**src/rtl/ulisp_periph_pkg.sv**
```systemverilog
// Shared definitions for ulisp bus peripherals: register offsets,
// status bit positions and the serial FSM state encodings.
package ulisp_periph_pkg;

    localparam int REG_DATA   = 0;
    localparam int REG_STATUS = 1;

    localparam int ST_TX_FULL   = 0;
    localparam int ST_TX_EMPTY  = 1;
    localparam int ST_RX_AVAIL  = 2;
    localparam int ST_TX_OVR    = 3;
    localparam int ST_RX_OVR    = 4;
    localparam int ST_FRAME_ERR = 5;

    typedef enum logic [1:0] {
        TX_IDLE  = 2'd0,
        TX_START = 2'd1,
        TX_DATA  = 2'd2,
        TX_STOP  = 2'd3
    } tx_state_t;

    typedef enum logic [1:0] {
        RX_IDLE  = 2'd0,
        RX_START = 2'd1,
        RX_DATA  = 2'd2,
        RX_STOP  = 2'd3
    } rx_state_t;

endpackage

```
**src/rtl/ulisp_sync_fifo.sv**
```systemverilog
// Single-clock FIFO. Push and pop in the same cycle are both honoured;
// a push into a full FIFO lands only if a pop frees a slot that cycle.
module ulisp_sync_fifo #(
    parameter int WIDTH = 8,
    parameter int DEPTH = 8
) (
    input  logic             clk,
    input  logic             reset_n,
    input  logic             push,
    input  logic             pop,
    input  logic [WIDTH-1:0] din,
    output logic [WIDTH-1:0] dout,
    output logic             full,
    output logic             empty
);

    localparam int PTR_W = $clog2(DEPTH);

    logic [WIDTH-1:0] mem [DEPTH];
    logic [PTR_W-1:0] wr_ptr;
    logic [PTR_W-1:0] rd_ptr;
    logic [PTR_W:0]   count;
    logic             do_push;
    logic             do_pop;

    assign full    = (count == (PTR_W+1)'(DEPTH));
    assign empty   = (count == '0);
    assign do_pop  = pop && !empty;
    assign do_push = push && (!full || do_pop);
    assign dout    = mem[rd_ptr];

    // Pointer and occupancy bookkeeping; pointers wrap naturally at DEPTH
    always_ff @(posedge clk or negedge reset_n) begin
        if (!reset_n) begin
            wr_ptr <= '0;
            rd_ptr <= '0;
            count  <= '0;
        end else begin
            if (do_push) wr_ptr <= wr_ptr + 1'b1;
            if (do_pop)  rd_ptr <= rd_ptr + 1'b1;
            case ({do_push, do_pop})
                2'b10:   count <= count + 1'b1;
                2'b01:   count <= count - 1'b1;
                default: ;
            endcase
        end
    end

    // Storage array, no reset needed since empty slots are never read out
    always_ff @(posedge clk) begin
        if (do_push) mem[wr_ptr] <= din;
    end

endmodule

```
**src/rtl/ulisp_uart.sv**
```systemverilog
// Memory-mapped 8N1 serial console with TX/RX FIFOs and sticky status.
//
// TX FSM state | meaning
//   TX_IDLE    | line idle, waiting for a byte in the TX FIFO
//   TX_START   | driving start bit (0)
//   TX_DATA    | driving 8 data bits, LSB first
//   TX_STOP    | driving stop bit (1), then next byte or idle
// RX FSM state | meaning
//   RX_IDLE    | waiting for a falling edge on the synchronised line
//   RX_START   | half-bit wait, confirm start bit is still low
//   RX_DATA    | sampling 8 data bits at mid-bit
//   RX_STOP    | sampling stop bit, push byte or flag framing error
module ulisp_uart
    import ulisp_periph_pkg::*;
#(
    parameter int BASE_INDEX     = 0,
    parameter int CLOCKS_PER_BIT = 16,
    parameter int TX_DEPTH       = 8,
    parameter int RX_DEPTH       = 8
) (
    input  logic        clk,
    input  logic        reset_n,
    input  logic [6:0]  register_index,
    input  logic        register_read,
    input  logic        register_write,
    input  logic [15:0] register_write_value,
    output logic [15:0] register_read_value,
    input  logic        uart_rx,
    output logic        uart_tx,
    output logic        irq
);

    localparam int              CNT_W     = $clog2(CLOCKS_PER_BIT);
    localparam logic [CNT_W-1:0] BIT_LOAD  = CNT_W'(CLOCKS_PER_BIT - 1);
    localparam logic [CNT_W-1:0] HALF_LOAD = CNT_W'(CLOCKS_PER_BIT / 2 - 1);
    localparam logic [6:0]       DATA_IDX  = 7'(BASE_INDEX + REG_DATA);
    localparam logic [6:0]       STAT_IDX  = 7'(BASE_INDEX + REG_STATUS);

    logic hit_data, hit_status, wr_data, rd_data, wr_status;
    logic unused_write_hi;

    logic       tx_full, tx_fifo_empty, tx_pop;
    logic [7:0] tx_head;
    logic       rx_full, rx_empty, rx_push;
    logic [7:0] rx_head;

    tx_state_t        tx_state, tx_state_d;
    logic [CNT_W-1:0] tx_cnt, tx_cnt_d;
    logic [7:0]       tx_shift, tx_shift_d;
    logic [2:0]       tx_bit, tx_bit_d;
    logic             tx_tc;

    rx_state_t        rx_state, rx_state_d;
    logic [CNT_W-1:0] rx_cnt, rx_cnt_d;
    logic [7:0]       rx_shift, rx_shift_d;
    logic [2:0]       rx_bit, rx_bit_d;
    logic             rx_tc, rx_ferr;
    logic             rx_meta, rx_sync, rx_prev;

    logic tx_ovr, rx_ovr, frame_err;
    logic tx_ovr_set, rx_ovr_set;
    logic [15:0] status_word;

    assign hit_data   = (register_index == DATA_IDX);
    assign hit_status = (register_index == STAT_IDX);
    assign wr_data    = register_write && hit_data;
    assign rd_data    = register_read && hit_data;
    assign wr_status  = register_write && hit_status;

    // Upper data byte has no meaning for a byte-wide console
    assign unused_write_hi = ^register_write_value[15:8];

    ulisp_sync_fifo #(.WIDTH(8), .DEPTH(TX_DEPTH)) u_tx_fifo (
        .clk     (clk),
        .reset_n (reset_n),
        .push    (wr_data),
        .pop     (tx_pop),
        .din     (register_write_value[7:0]),
        .dout    (tx_head),
        .full    (tx_full),
        .empty   (tx_fifo_empty)
    );

    ulisp_sync_fifo #(.WIDTH(8), .DEPTH(RX_DEPTH)) u_rx_fifo (
        .clk     (clk),
        .reset_n (reset_n),
        .push    (rx_push),
        .pop     (rd_data),
        .din     (rx_shift),
        .dout    (rx_head),
        .full    (rx_full),
        .empty   (rx_empty)
    );

    assign tx_tc = (tx_cnt == '0);
    assign rx_tc = (rx_cnt == '0);
    assign irq   = !rx_empty;

    // Drops happen only when the FIFO stays full through the cycle
    assign tx_ovr_set = wr_data && tx_full && !tx_pop;
    assign rx_ovr_set = rx_push && rx_full && !rd_data;

    // TX state and datapath registers
    always_ff @(posedge clk or negedge reset_n) begin
        if (!reset_n) begin
            tx_state <= TX_IDLE;
            tx_cnt   <= '0;
            tx_shift <= '0;
            tx_bit   <= '0;
        end else begin
            tx_state <= tx_state_d;
            tx_cnt   <= tx_cnt_d;
            tx_shift <= tx_shift_d;
            tx_bit   <= tx_bit_d;
        end
    end

    // TX next-state: down-counter paces each bit, STOP chains straight into START
    always_comb begin
        tx_state_d = tx_state;
        tx_cnt_d   = tx_cnt;
        tx_shift_d = tx_shift;
        tx_bit_d   = tx_bit;
        tx_pop     = 1'b0;
        case (tx_state)
            TX_IDLE: begin
                if (!tx_fifo_empty) begin
                    tx_pop     = 1'b1;
                    tx_shift_d = tx_head;
                    tx_cnt_d   = BIT_LOAD;
                    tx_state_d = TX_START;
                end
            end
            TX_START: begin
                if (tx_tc) begin
                    tx_cnt_d   = BIT_LOAD;
                    tx_bit_d   = 3'd0;
                    tx_state_d = TX_DATA;
                end else begin
                    tx_cnt_d = tx_cnt - 1'b1;
                end
            end
            TX_DATA: begin
                if (tx_tc) begin
                    tx_cnt_d = BIT_LOAD;
                    if (tx_bit == 3'd7) begin
                        tx_state_d = TX_STOP;
                    end else begin
                        tx_shift_d = {1'b0, tx_shift[7:1]};
                        tx_bit_d   = tx_bit + 3'd1;
                    end
                end else begin
                    tx_cnt_d = tx_cnt - 1'b1;
                end
            end
            TX_STOP: begin
                if (tx_tc) begin
                    if (!tx_fifo_empty) begin
                        tx_pop     = 1'b1;
                        tx_shift_d = tx_head;
                        tx_cnt_d   = BIT_LOAD;
                        tx_state_d = TX_START;
                    end else begin
                        tx_state_d = TX_IDLE;
                    end
                end else begin
                    tx_cnt_d = tx_cnt - 1'b1;
                end
            end
            default: tx_state_d = TX_IDLE;
        endcase
    end

    // Registered serial output keeps the line glitch-free; reset forces idle-high at once
    always_ff @(posedge clk or negedge reset_n) begin
        if (!reset_n) begin
            uart_tx <= 1'b1;
        end else begin
            case (tx_state)
                TX_START: uart_tx <= 1'b0;
                TX_DATA:  uart_tx <= tx_shift[0];
                default:  uart_tx <= 1'b1;
            endcase
        end
    end

    // Two-flop synchroniser plus one delayed copy for falling-edge detection
    always_ff @(posedge clk or negedge reset_n) begin
        if (!reset_n) begin
            rx_meta <= 1'b1;
            rx_sync <= 1'b1;
            rx_prev <= 1'b1;
        end else begin
            rx_meta <= uart_rx;
            rx_sync <= rx_meta;
            rx_prev <= rx_sync;
        end
    end

    // RX state and datapath registers
    always_ff @(posedge clk or negedge reset_n) begin
        if (!reset_n) begin
            rx_state <= RX_IDLE;
            rx_cnt   <= '0;
            rx_shift <= '0;
            rx_bit   <= '0;
        end else begin
            rx_state <= rx_state_d;
            rx_cnt   <= rx_cnt_d;
            rx_shift <= rx_shift_d;
            rx_bit   <= rx_bit_d;
        end
    end

    // RX next-state: half-bit wait to centre on the start bit, then full-bit steps
    always_comb begin
        rx_state_d = rx_state;
        rx_cnt_d   = rx_cnt;
        rx_shift_d = rx_shift;
        rx_bit_d   = rx_bit;
        rx_push    = 1'b0;
        rx_ferr    = 1'b0;
        case (rx_state)
            RX_IDLE: begin
                if (rx_prev && !rx_sync) begin
                    rx_cnt_d   = HALF_LOAD;
                    rx_state_d = RX_START;
                end
            end
            RX_START: begin
                if (rx_tc) begin
                    if (rx_sync) begin
                        rx_state_d = RX_IDLE;
                    end else begin
                        rx_cnt_d   = BIT_LOAD;
                        rx_bit_d   = 3'd0;
                        rx_state_d = RX_DATA;
                    end
                end else begin
                    rx_cnt_d = rx_cnt - 1'b1;
                end
            end
            RX_DATA: begin
                if (rx_tc) begin
                    rx_shift_d = {rx_sync, rx_shift[7:1]};
                    rx_cnt_d   = BIT_LOAD;
                    if (rx_bit == 3'd7) rx_state_d = RX_STOP;
                    else                rx_bit_d   = rx_bit + 3'd1;
                end else begin
                    rx_cnt_d = rx_cnt - 1'b1;
                end
            end
            RX_STOP: begin
                if (rx_tc) begin
                    if (rx_sync) rx_push = 1'b1;
                    else         rx_ferr = 1'b1;
                    rx_state_d = RX_IDLE;
                end else begin
                    rx_cnt_d = rx_cnt - 1'b1;
                end
            end
            default: rx_state_d = RX_IDLE;
        endcase
    end

    // Sticky error bits: write-1-to-clear, a same-cycle set takes priority
    always_ff @(posedge clk or negedge reset_n) begin
        if (!reset_n) begin
            tx_ovr    <= 1'b0;
            rx_ovr    <= 1'b0;
            frame_err <= 1'b0;
        end else begin
            if (tx_ovr_set)                                        tx_ovr <= 1'b1;
            else if (wr_status && register_write_value[ST_TX_OVR]) tx_ovr <= 1'b0;
            if (rx_ovr_set)                                        rx_ovr <= 1'b1;
            else if (wr_status && register_write_value[ST_RX_OVR]) rx_ovr <= 1'b0;
            if (rx_ferr)                                              frame_err <= 1'b1;
            else if (wr_status && register_write_value[ST_FRAME_ERR]) frame_err <= 1'b0;
        end
    end

    // Status word and combinational read mux
    always_comb begin
        status_word               = '0;
        status_word[ST_TX_FULL]   = tx_full;
        status_word[ST_TX_EMPTY]  = tx_fifo_empty && (tx_state == TX_IDLE);
        status_word[ST_RX_AVAIL]  = !rx_empty;
        status_word[ST_TX_OVR]    = tx_ovr;
        status_word[ST_RX_OVR]    = rx_ovr;
        status_word[ST_FRAME_ERR] = frame_err;

        register_read_value = '0;
        if (reset_n && register_read) begin
            if (hit_data)        register_read_value = {8'h00, rx_empty ? 8'h00 : rx_head};
            else if (hit_status) register_read_value = status_word;
        end
    end

endmodule

```
**config.mk**
```make
export PLATFORM = sky130hd
export DESIGN_NAME = ulisp_uart
export DESIGN_NICKNAME = d
export VERILOG_FILES = /design/src/rtl/ulisp_periph_pkg.sv /design/src/rtl/ulisp_sync_fifo.sv /design/src/rtl/ulisp_uart.sv
export SDC_FILE = /design/constraint.sdc
export NUM_CORES = 1
export LEC_CHECK = 0
export BUFFER_PORTS_ARGS = -buffer_cell sky130_fd_sc_hd__buf_4
export CORE_MARGIN = 1.5
export CORE_UTILIZATION = 45
export CTS_CLUSTER_DIAMETER = 80
export DETAILED_ROUTE_END_ITERATION = 10
export SETUP_SLACK_MARGIN = 0.5
export SYNTH_ARGS = -nofsm -noshare
export SYNTH_HDL_FRONTEND = slang
export SYNTH_HIERARCHICAL = 1
export SYNTH_SLANG_ARGS = --single-unit
```
**constraint.sdc**
```tcl
create_clock -name clk -period 4 [get_ports clk]
set_input_delay 0.2 -clock clk [delete_from_list [all_inputs] [get_ports clk]]
set_output_delay 0.2 -clock clk [all_outputs]
set_load 0.01 [all_outputs]
```
==> metrics.txt, run 1 <==
power per cell area 471 nW/um^2; area delta synth->final 13.1%; post-synth top area cell edfxtp_1; drt pass-1 iters 5; Setup TNS 0 ns; CP Data Required Time 4.36 ns; commonest non-fill, non-tap cell in the layout edfxtp_1; reg2reg path depth 14; clk_skew 0.0163 ns; global-route wire length before repair 25400 microns; prevailing post-synth register cell edfxtp_1; unrepaired setup endpoints after global routing false; Net Switching ~1200 uW; final hold slack -0.0105 ns; final hold vios 19; Slew Limit Headroom 29.5%; total gr overflow 0; DRT iter0 DRCs ~320; Mapped Cells 564; Setup crit end kind flop; Final setup viols 0; Worst setup startpoint tx_cnt[0]$_DFF_PN0_; R2R Setup Slk between 0.8 and 0.9 ns; die area 20000 sq um; number of enable flip-flop cells after synthesis 128; final WL 15900 microns; via/cell ratio 5.51; # Max-Cap Violations 0; H-tree lvl count 4; outcome finished, violations left; static leakage 0.00378 uW; sequential cell area fraction in the yosys report 62.2%; Worst-Margin Slew 1.06 ns; HP Class in -> async; fraction of registers with async set/reset 32.3%; share of post-route cells with drive strength above 1 between 20 and 25%; min cycle time layout 3.13 ns; Reg area 5380 sq um; DRC 0; failing checks negative hold slack; Vias ~4800; row count 50; wire length per cell 18.4 microns; r2r endpoint u_tx_fifo/count[3]$_DFFE_PN0P_; die width between 100 and 150 microns; Sw Ratio 26.8%; synth unique cells 65; register bit total from synthesis 189; achievable clock frequency between 300 and 400 MHz; yosys warns 6; clock-pin slew on the worst setup and hold paths 0.07 ns; antenna violations before repair 1; detailed placement HPWL 10500 microns; worst reg2reg startpoint tx_cnt[0]$_DFF_PN0_; Mapped Area 8640 sq um; Combinational Power Share 13.6%; fin nets 671; Slew Limit Fails 0; crit-path max FO 8; Core Area 18800 sq um; port bufs 29; All-Layer GR Usage 17.0%; largest net degree at the start of global routing 62; die height 142 microns; vias in the first global route 4730; clock share of power 35.6%; Core Util, Final 52.1%; most frequent cells in the layout edfxtp_1 (128), dfrtp_1 (57), buf_4 (51); GP Congestion 0.739; Seq pwr share 50.8%; Root Buffer Master clkbuf_16; period utilization 78.2%; I/O pin cnt 46; top cells by area, synth edfxtp_1 (44%), dfrtp_1 (17%), mux4_1 (5.5%); CTS Buffer Depth 2; crit path DAT 3.49 ns; CTS sink cnt between 150 and 200; WS Path Type reg -> reg; Max IR drop VDD 0.304 mV; clk_lat worst skew roughly 0.44 ns; area of the multi-input gates between 2000 and 3000 sq um; crit path launch type flop; top cell type's share of synthesized area between 40 and 50%; worst setup path endpoint u_tx_fifo/count[3]$_DFFE_PN0P_; ANT nets after route 0; Int Pwr ~3400 uW; clock buffers created by TritonCTS 17; Fillers 1512; initial core utilization 46.0%; CTS tree yes; Mean Syn Cell Area 15.3 sq um
## power groups by stage
stage          sequential, uW  combinational [uW]  clock (uW)
2_1_floorplan            2330                 523           0
3_3_place_gp             2370                 605           0
3_5_place_dp             2380                 628           0
4_1_cts                  2340                 634        1680
5_1_grt                  2360                 711        1760
6_report                 2340                 625        1640
## Yosys cell counts, types with 3 or more instances
cell type	instances
a211o_1	3
a21oi_1	20
a22o_1	6
a22oi_1	5
buf_1	3
buf_2	3
buf_4	8
buf_6	6
clkbuf_1	7
dfrtp_1	57
dfstp_2	4
edfxtp_1	128
ha_1	23
inv_1	34
mux2_2	29
mux2_4	4
mux2i_1	5
mux4_1	18
mux4_2	14
nand2_1	26
nand2b_1	11
nand3_1	7
nand3b_1	5
nor2_1	32
nor2b_1	3
nor3_1	9
nor4b_1	5
o21ai_0	11
o22a_1	4
o22ai_1	8
or2_2	5
or3_1	4
xnor2_1	8
xor2_1	6
## stage by stage
step / instances / setup WS, ns / instance area (sq um) / hold WS (ns) / total power, uW
6_report: 866 / 0.873 / 9770 / -0.0105 / 4600
5_1_grt: 866 / 0.622 / 9770 / 0.00657 / 4830
4_1_cts: 865 / 0.732 / 9770 / 0.0116 / 4660
3_5_place_dp: 827 / 0.771 / 9120 / 0.313 / 3010
3_3_place_gp: 827 / 0.800 / 9120 / 0.311 / 2980
2_1_floorplan: 571 / 0.716 / 8670 / -0.0956 / 2850
## timing repair
item / in CTS / in global routing
endpoints found under the hold margin: 41 / 0
buffers inserted: 0 / 0
resized for setup: 0 / 1
setup endpoints to repair: 0 / 1
hold buffers: 6 / 0
## routing by layer
metal  share of wire [%]  global-route usage [%]
met5                   0                       0
met4                 1.4                    5.70
met3                 3.4                    4.15
met2                  51                    28.2
met1                  44                    21.9
## worst min path at each step
| stage | depth (start not counted) | start | end | slack (ns) |
|---|---|---|---|---|
| 6_report | 2 | reset_n | u_rx_fifo/count[1]$_DFFE_PN0P_ | -0.01 |
| 3_5_place_dp | 1 | uart_rx | rx_meta$_DFF_PN1_ | 0.31 |
| 3_3_place_gp | 1 | uart_rx | rx_meta$_DFF_PN1_ | 0.31 |
| 4_1_cts | 1 | register_write_value[3] | u_tx_fifo/mem[3][3]$_DFFE_PP_ | 0.01 |
| 5_1_grt | 1 | register_write_value[5] | u_tx_fifo/mem[0][5]$_DFFE_PP_ | 0.007 |
| 2_1_floorplan | 0 | reset_n | asynchronous set/reset pin | -0.1 |
## area by class of cell
class | count | share of cell area, %
flip-flops and latches | 189 | 55.0
multi-input cells | 319 | 30.2
repair buffers | 57 | 4.53
clock buffers | 18 | 4.49
well taps | 234 | 3.00
clock inverters | 14 | 1.47
inverters | 34 | 1.31
diodes | 1 | 0.0256
## cell families after synthesis
group / Yosys count / share of synthesized area [%]
flip-flops: 189 / 62.2
AND/OR/NAND/NOR: 118 / 7.17
AO/OA/AOI/OAI: 84 / 7.17
multiplexers: 70 / 14.2
buffers and inverters: 63 / 4.03
adder cells (fa/ha/maj): 25 / 3.79
XOR/XNOR: 14 / 1.42
other: 1 / 0.0434
## flip-flops by register name, summed over array words and instances, names as in the netlist, 2 cells and up, named ones only
name	flops
u_rx_fifo/rd_ptr	3
tx_state	2
u_tx_fifo/wr_ptr	3
u_tx_fifo/rd_ptr	3
u_rx_fifo/wr_ptr	3
tx_bit	3
rx_cnt	4
rx_bit	3
u_tx_fifo/mem	64
u_tx_fifo/count	4
tx_cnt	4
u_rx_fifo/count	4
tx_shift	8
u_rx_fifo/mem	64
rx_shift	8
## critical path: stages, from the launching register on
cell and delay [ns]:
dfrtp_1 0.43, inv_1 0.07, ha_1 0.25, nor3b_2 0.31
a21oi_1 0.12, nor3_1 0.14, buf_4 0.19, o21ai_2 0.09
or2_2 0.32, inv_1 0.09, ha_1 0.24, or2_2 0.29
nand3_1 0.11, mux2_2 0.34, nand3b_1 0.08
Note: power is estimated with default switching activity, not from simulation.
==> run 2, diff against run 1 <==
clock period = 2.9 ns   (was 4 ns; I/O delays follow)
==> metrics.txt, run 2 (same netlist as run 1, synthesis figures left out) <==
commonest non-fill, non-tap cell in the layout edfxtp_1; hold endpoint rx_ovr$_DFFE_PN0P_; clock-pin slew on the worst setup and hold paths 0.07 ns (about the same); worst slack, placed 0.121 ns (-0.649 ns); hold depth 3; final WL 17400 microns (+9.0%); vias in the first global route 5185 (+9.6%); initial core utilization 46.0% (unchanged); total power 6730 uW (+46%); Hold Startpoint register_read; r2r endpoint u_tx_fifo/count[3]$_DFFE_PN0P_; outcome finished, final reports clean; Setup crit end kind flop; achievable clock frequency 391 MHz (+22%); antenna violations before repair 0 (-1); Worst-Margin Slew 0.833 ns (-0.224 ns); detailed placement HPWL 11200 microns (+6.7%); WS Path Type reg -> reg; HP Class in -> reg; Vias 5002 (+4.8%); Slew Limit Fails 0 (unchanged); M1 WL 7900 microns (+12%); wire length per cell 19.1 microns (+3.9%); drt pass-1 iters 5 (unchanged); ANT nets after route 0 (unchanged); area delta synth->final 22.4%; total gr overflow 0 (unchanged); global-route wire length before repair 27700 microns (+9.0%); Critical-path top delay cell dfrtp_1; Top Layer Used met4; Final setup viols 0 (unchanged); crit path launch type flop; # Max-Cap Violations 0 (unchanged); CTS Buffer Depth 2 (unchanged); period utilization 88.3% (+10 points); worst reg2reg startpoint tx_cnt[0]$_DFF_PN0_; fin nets 714 (+6.4%); GP Congestion 0.804 (+8.9%); All-Layer GR Usage 18.5% (+1.5 points); Fillers 1495 (-1.1%); final hold vios 0 (-19); H-tree lvl count 4 (unchanged); most frequent cells in the layout edfxtp_1 (128), buf_4 (75), dfrtp_1 (55); clock buffers created by TritonCTS 17 (unchanged); clk_skew 0.0124 ns (-0.00393 ns); DRC 0 (unchanged); Setup TNS 0 ns (unchanged); power per cell area 636 nW/um^2 (+35%); CTS tree yes; crit-path max FO 2 (-6); CTS sink cnt 189 (unchanged); reg2reg path depth 13 (-1); CP dominant cell by count ha_4; Root Buffer Master clkbuf_16; port bufs 29 (unchanged); critical path's largest stage delay 0.40 ns (-0.03 ns); unrepaired setup endpoints after global routing true; die height 142 microns (unchanged); Core Area 18800 sq um (unchanged); crit path DAT 2.92 ns (-0.57 ns); min cycle time layout 2.56 ns (-0.566 ns); Core Util, Final 56.4% (+4.3 points); I/O pin cnt 46 (unchanged); largest net degree at the start of global routing 62 (unchanged); R2R Setup Slk 0.34 ns (-0.53 ns); Worst Slack Setup Final 0.340 ns (-0.534 ns); via/cell ratio 5.51 (about the same); row count 50 (unchanged); die area 20000 sq um (unchanged); WL met2 8780 microns (+8.2%); routed wl met3 534 microns (-2.6%); static leakage 0.00407 uW (+7.7%); die width 142 microns (unchanged); share of post-route cells with drive strength above 1 37.1% (+13 points); Max IR drop VDD 0.413 mV (+36%); DRT iter0 DRCs 267 (-18%); diodes inserted 0 (-1); CP Data Required Time 3.26 ns (-1.10 ns); top flop regs u_rx_fifo/mem (64), u_tx_fifo/mem (64); Slew Limit Headroom 44.5% (+15 points); clk_lat worst skew 0.44 ns (about the same); crit-path cells inv_2 > ha_4 > nor3b_4 > a21oi_2 > nor3_4 > o21ai_2 > or2_4 > inv_4 > ha_4 > a211o_1 > nand3_4 > mux2_4 > nand3b_1
run 2: cell types whose count changed in the layout (fill, tap and decap cells not counted), moves of 6 or more:
cell	before	now
buf_6	0	10
nor2_1	32	24
mux2_4	4	12
mux4_1	18	9
ha_4	0	6
inv_2	0	6
mux2_2	29	21
inv_1	34	26
nor3_1	9	2
buf_4	51	75
ha_1	23	16
mux4_2	14	23
run 2: worst max-delay path by stage:
stage | startpoint | end | cells after the start
after CTS | tx_cnt[0]$_DFF_PN0_ | u_tx_fifo/count[3]$_DFFE_PN0P_ | 13
final | tx_cnt[0]$_DFF_PN0_ | u_tx_fifo/count[3]$_DFFE_PN0P_ | 13
after global placement | register_index[2] | u_tx_fifo/mem[3][6]$_DFFE_PP_ | 8
after detailed placement | register_index[2] | u_rx_fifo/count[3]$_DFFE_PN0P_ | 13
after global routing | tx_cnt[0]$_DFF_PN0_ | u_tx_fifo/count[3]$_DFFE_PN0P_ | 13
after floorplan | tx_cnt[0]$_DFF_PN0_ | u_tx_fifo/count[3]$_DFFE_PN0P_ | 13
run 2: final cells by class:
type | instances | area [sq um] | area share, %
Clock inverter | 15 | 185 | 1.75
Inverter | 34 | 133 | 1.25
Sequential cell | 189 | 5380 | 50.8
Multi-Input combinational cell | 319 | 3270 | 30.9
Tap cell | 234 | 293 | 2.77
Timing Repair Buffer | 100 | 891 | 8.42
Clock buffer | 17 | 425 | 4.02
run 2: metrics by stage:
stage | instance area, sq um | hold WS (ns) | instances
after CTS | 10500 | 0.140 | 904
after global placement | 9330 | 0.257 | 834
final | 10600 | 0.155 | 908
after global routing | 10600 | 0.166 | 908
after detailed placement | 9330 | 0.256 | 834
after floorplan | 8820 | -0.151 | 571
run 2: where the power goes:
part / internal (uW) / leakage [uW] / switching, uW / total, uW
logic: 598 / 0.00188 / 562 / 1160
clock network: 1180 / 0.000294 / 1160 / 2350
registers: 3050 / 0.00189 / 177 / 3230
run 2: critical path: cells and delay by family (launching register included):
family / cells / cell delay, ns
buffers and inverters: 2 / 0.15
and+or+nand+nor: 5 / 0.83
adders and majority gates: 2 / 0.32
muxes: 1 / 0.30
AOI/OAI and AO/OA: 3 / 0.49
DFF: 1 / 0.40
run 2: metal layers:
metal	GRT usage, %	vias up
met5	0	-
li1	-	2332
met3	3.64	12
met1	24.2	2559
met4	5.75	0
met2	31.3	99
run 2: repair_timing:
action,4_1_cts,5_1_grt
hold buffers,10,0
resized for setup,52,20
hold endpoints to repair,84,0
cloned,2,0
setup endpoints to repair,76,95
setup buffers,26,4
pin swaps,17,18
==> run 3, diff against run 2 <==
==> constraint.sdc (replaced) <==
create_clock -name clk -period 2.9 [get_ports clk]
set_input_delay 0.29 -clock clk [delete_from_list [all_inputs] [get_ports clk]]
set_output_delay 0.29 -clock clk [all_outputs]
set_load 0.01 [all_outputs]
==> metrics.txt, run 3 (same netlist as run 1, synthesis figures left out) <==
unrepaired setup endpoints after global routing true; GP Congestion 0.775 (-3.6%); Critical-path top delay cell dfrtp_1; period utilization 88.5% (+0.21 points); static leakage 0.00401 uW (-1.5%); area delta synth->final 21.3%; Slew Limit Fails 0 (unchanged); top flop regs u_rx_fifo/mem (64), u_tx_fifo/mem (64); I/O pin cnt 46 (unchanged); drt pass-1 iters 6 (+1); final hold vios 0 (unchanged); ANT nets after route 0 (unchanged); outcome finished, final reports clean; port bufs 29 (unchanged); largest net degree at the start of global routing 34 (-45%); R2R Setup Slk 0.33 ns (about the same); vias in the first global route 5005 (-3.5%); Root Buffer Master clkbuf_16; dpl cell area 9460 sq um (+1.4%); row count 50 (unchanged); crit-path cells inv_2 > ha_4 > nor3b_4 > a21oi_2 > nor3_4 > o21ai_4 > or2_4 > inv_4 > ha_4 > a211o_1 > nand3_2 > mux2_4 > nand3b_1; design area 10500 sq um (-0.89%); worst reg2reg startpoint tx_cnt[1]$_DFF_PN0_; CTS tree yes; most frequent cells in the layout edfxtp_1 (128), buf_4 (75), dfrtp_1 (55); share of post-route cells with drive strength above 1 37.9% (+0.77 points); via/cell ratio 5.44 (-1.2%); reg2reg path depth 13 (unchanged); Hold Startpoint register_write_value[7]; critical path's largest stage delay 0.40 ns (about the same); hold endpoint u_tx_fifo/mem[2][7]$_DFFE_PP_; fin nets 703 (-1.5%); final WL 16800 microns (-3.4%); CP dominant cell by count ha_4; non-filler cells, final 897 (-1.2%); H-tree lvl count 4 (unchanged); Core Area 18800 sq um (unchanged); hold depth 1 (-2); Sw Ratio 28.3% (+0.072 points); clock share of power 35.2% (+0.4 points); Setup crit end kind flop; clk_lat worst skew 0.43 ns (about the same); Net Switching 1910 uW (about the same); Inst Count DP 836 (+0.24%); clk_skew 0.0169 ns (+0.00450 ns); achievable clock frequency 390 MHz (-0.23%); Seq pwr share 48.0% (about the same); crit path launch type flop; CTS Buffer Depth 2 (unchanged); HP Class in -> reg; Vias 4880 (-2.4%); power per cell area 641 nW/um^2 (+0.74%); Setup TNS 0 ns (unchanged); wire length per cell 18.7 microns (-2.3%); r2r endpoint u_tx_fifo/count[3]$_DFFE_PN0P_; crit path DAT 2.93 ns (about the same); Int Pwr 4820 uW (-0.26%); crit-path max FO 2 (unchanged); commonest non-fill, non-tap cell in the layout edfxtp_1; detailed placement HPWL 10900 microns (-2.6%); die height 142 microns (unchanged); antenna violations before repair 0 (unchanged); Slew Limit Headroom 49.4% (+5.0 points); min cycle time layout 2.57 ns (+0.00595 ns); Worst-Margin Slew 0.758 ns (-0.0746 ns); Fillers 1503 (+0.54%); diodes inserted 0 (unchanged); clock-pin slew on the worst setup and hold paths 0.08 ns (about the same); CP Data Required Time 3.26 ns (about the same); CTS sink cnt 189 (unchanged); All-Layer GR Usage 17.5% (-1.0 points); # Max-Cap Violations 0 (unchanged); Max IR drop VDD 0.434 mV (+5.1%); initial core utilization 46.0% (unchanged); die area 20000 sq um (unchanged); WS Path Type reg -> reg; global-route wire length before repair 26300 microns (-5.2%); clock buffers created by TritonCTS 17 (unchanged); total gr overflow 0 (unchanged); Combinational Power Share 16.9% (-0.3 points); Final setup viols 0 (unchanged); die width 142 microns (unchanged); DRC 0 (unchanged); DRT iter0 DRCs 272 (+1.9%)
==> run 3: cell types whose count changed in the layout (fill, tap and decap cells not counted), moves of 3 or more <==
cell           before  now
dlygate4sd3_1      10    2
nor2_2              3   11
mux2_2             21   24
nor2_1             24   19
buf_12              3    6
buf_6              10    5
mux2_4             12    9
nor2_4              5    2
==> run 3: final cells by class <==
cell class                 instances  area [sq um]  area share [%]
clock buffer                      17           425            4.06
clock inverter                    15           191            1.83
inverter                          34           133            1.27
multi-input combinational        319          3280            31.2
sequential                       189          5380            51.3
tap                              234           293            2.79
timing repair buffer              89           787            7.51
==> run 3: worst max path at each step <==
stage                                                from                             end
final                                 tx_cnt[1]$_DFF_PN0_  u_tx_fifo/count[3]$_DFFE_PN0P_
after global routing                  tx_cnt[1]$_DFF_PN0_  u_tx_fifo/count[3]$_DFFE_PN0P_
after CTS                 u_rx_fifo/rd_ptr[0]$_DFFE_PN0N_          register_read_value[6]
after detailed placement                register_index[6]  u_rx_fifo/count[3]$_DFFE_PN0P_
after global placement                  register_index[6]  u_rx_fifo/count[3]$_DFFE_PN0P_
after floorplan                       tx_cnt[0]$_DFF_PN0_  u_tx_fifo/count[3]$_DFFE_PN0P_
==> run 3: critical path, delay by kind of cell, from the launching register on <==
kind	cells	cell delay, ns
AND/OR/NAND/NOR	5	0.85
AO/OA/AOI/OAI	3	0.48
flip-flops	1	0.40
adder cells (fa/ha/maj)	2	0.32
multiplexers	1	0.30
buffers and inverters	2	0.15
==> run 3: power groups by stage <==
| stage | combinational (uW) | clock, uW | sequential [uW] |
|---|---|---|---|
| final | 1130 | 2360 | 3220 |
| after detailed placement | 935 | 0 | 3270 |
| after global routing | 1260 | 2520 | 3250 |
| after floorplan | 742 | 0 | 3220 |
| after global placement | 880 | 0 | 3260 |
| after CTS | 1050 | 2410 | 3220 |
==> run 3: per-stage QoR <==
stage / utilization [%] / setup WS, ns / hold WS (ns) / total power [uW]
2_1_floorplan: - / 0.182 / -0.00559 / 3960
3_3_place_gp: 50.4 / 0.0830 / 0.347 / 4140
3_5_place_dp: 50.4 / 0.0416 / 0.348 / 4210
4_1_cts: 55.0 / 0.343 / 0.0735 / 6690
5_1_grt: 55.9 / 0.204 / 0.0670 / 7030
6_report: 55.9 / 0.334 / 0.0940 / 6720
==> run 3: what timing repair did <==
| item | in CTS | in global routing |
|---|---|---|
| hold buffers | 2 | 0 |
| cloned | 1 | 0 |
| pin swaps | 12 | 10 |
| endpoints found under the hold margin | 30 | 0 |
| buffers inserted | 13 | 13 |
| resized for setup | 35 | 15 |
| setup endpoints to repair | 141 | 139 |
==> run 3: per-layer routing <==
metal / wire length, microns / track usage, % / vias to the layer above / share of wire, %
li1: - / - / 2312 / -
met1: 7400 / 21.7 / 2492 / 44
met2: 8830 / 30.7 / 67 / 53
met3: 421 / 3.81 / 9 / 2.5
met4: 120 / 5.43 / 0 / 0.72
met5: 0 / 0 / - / 0
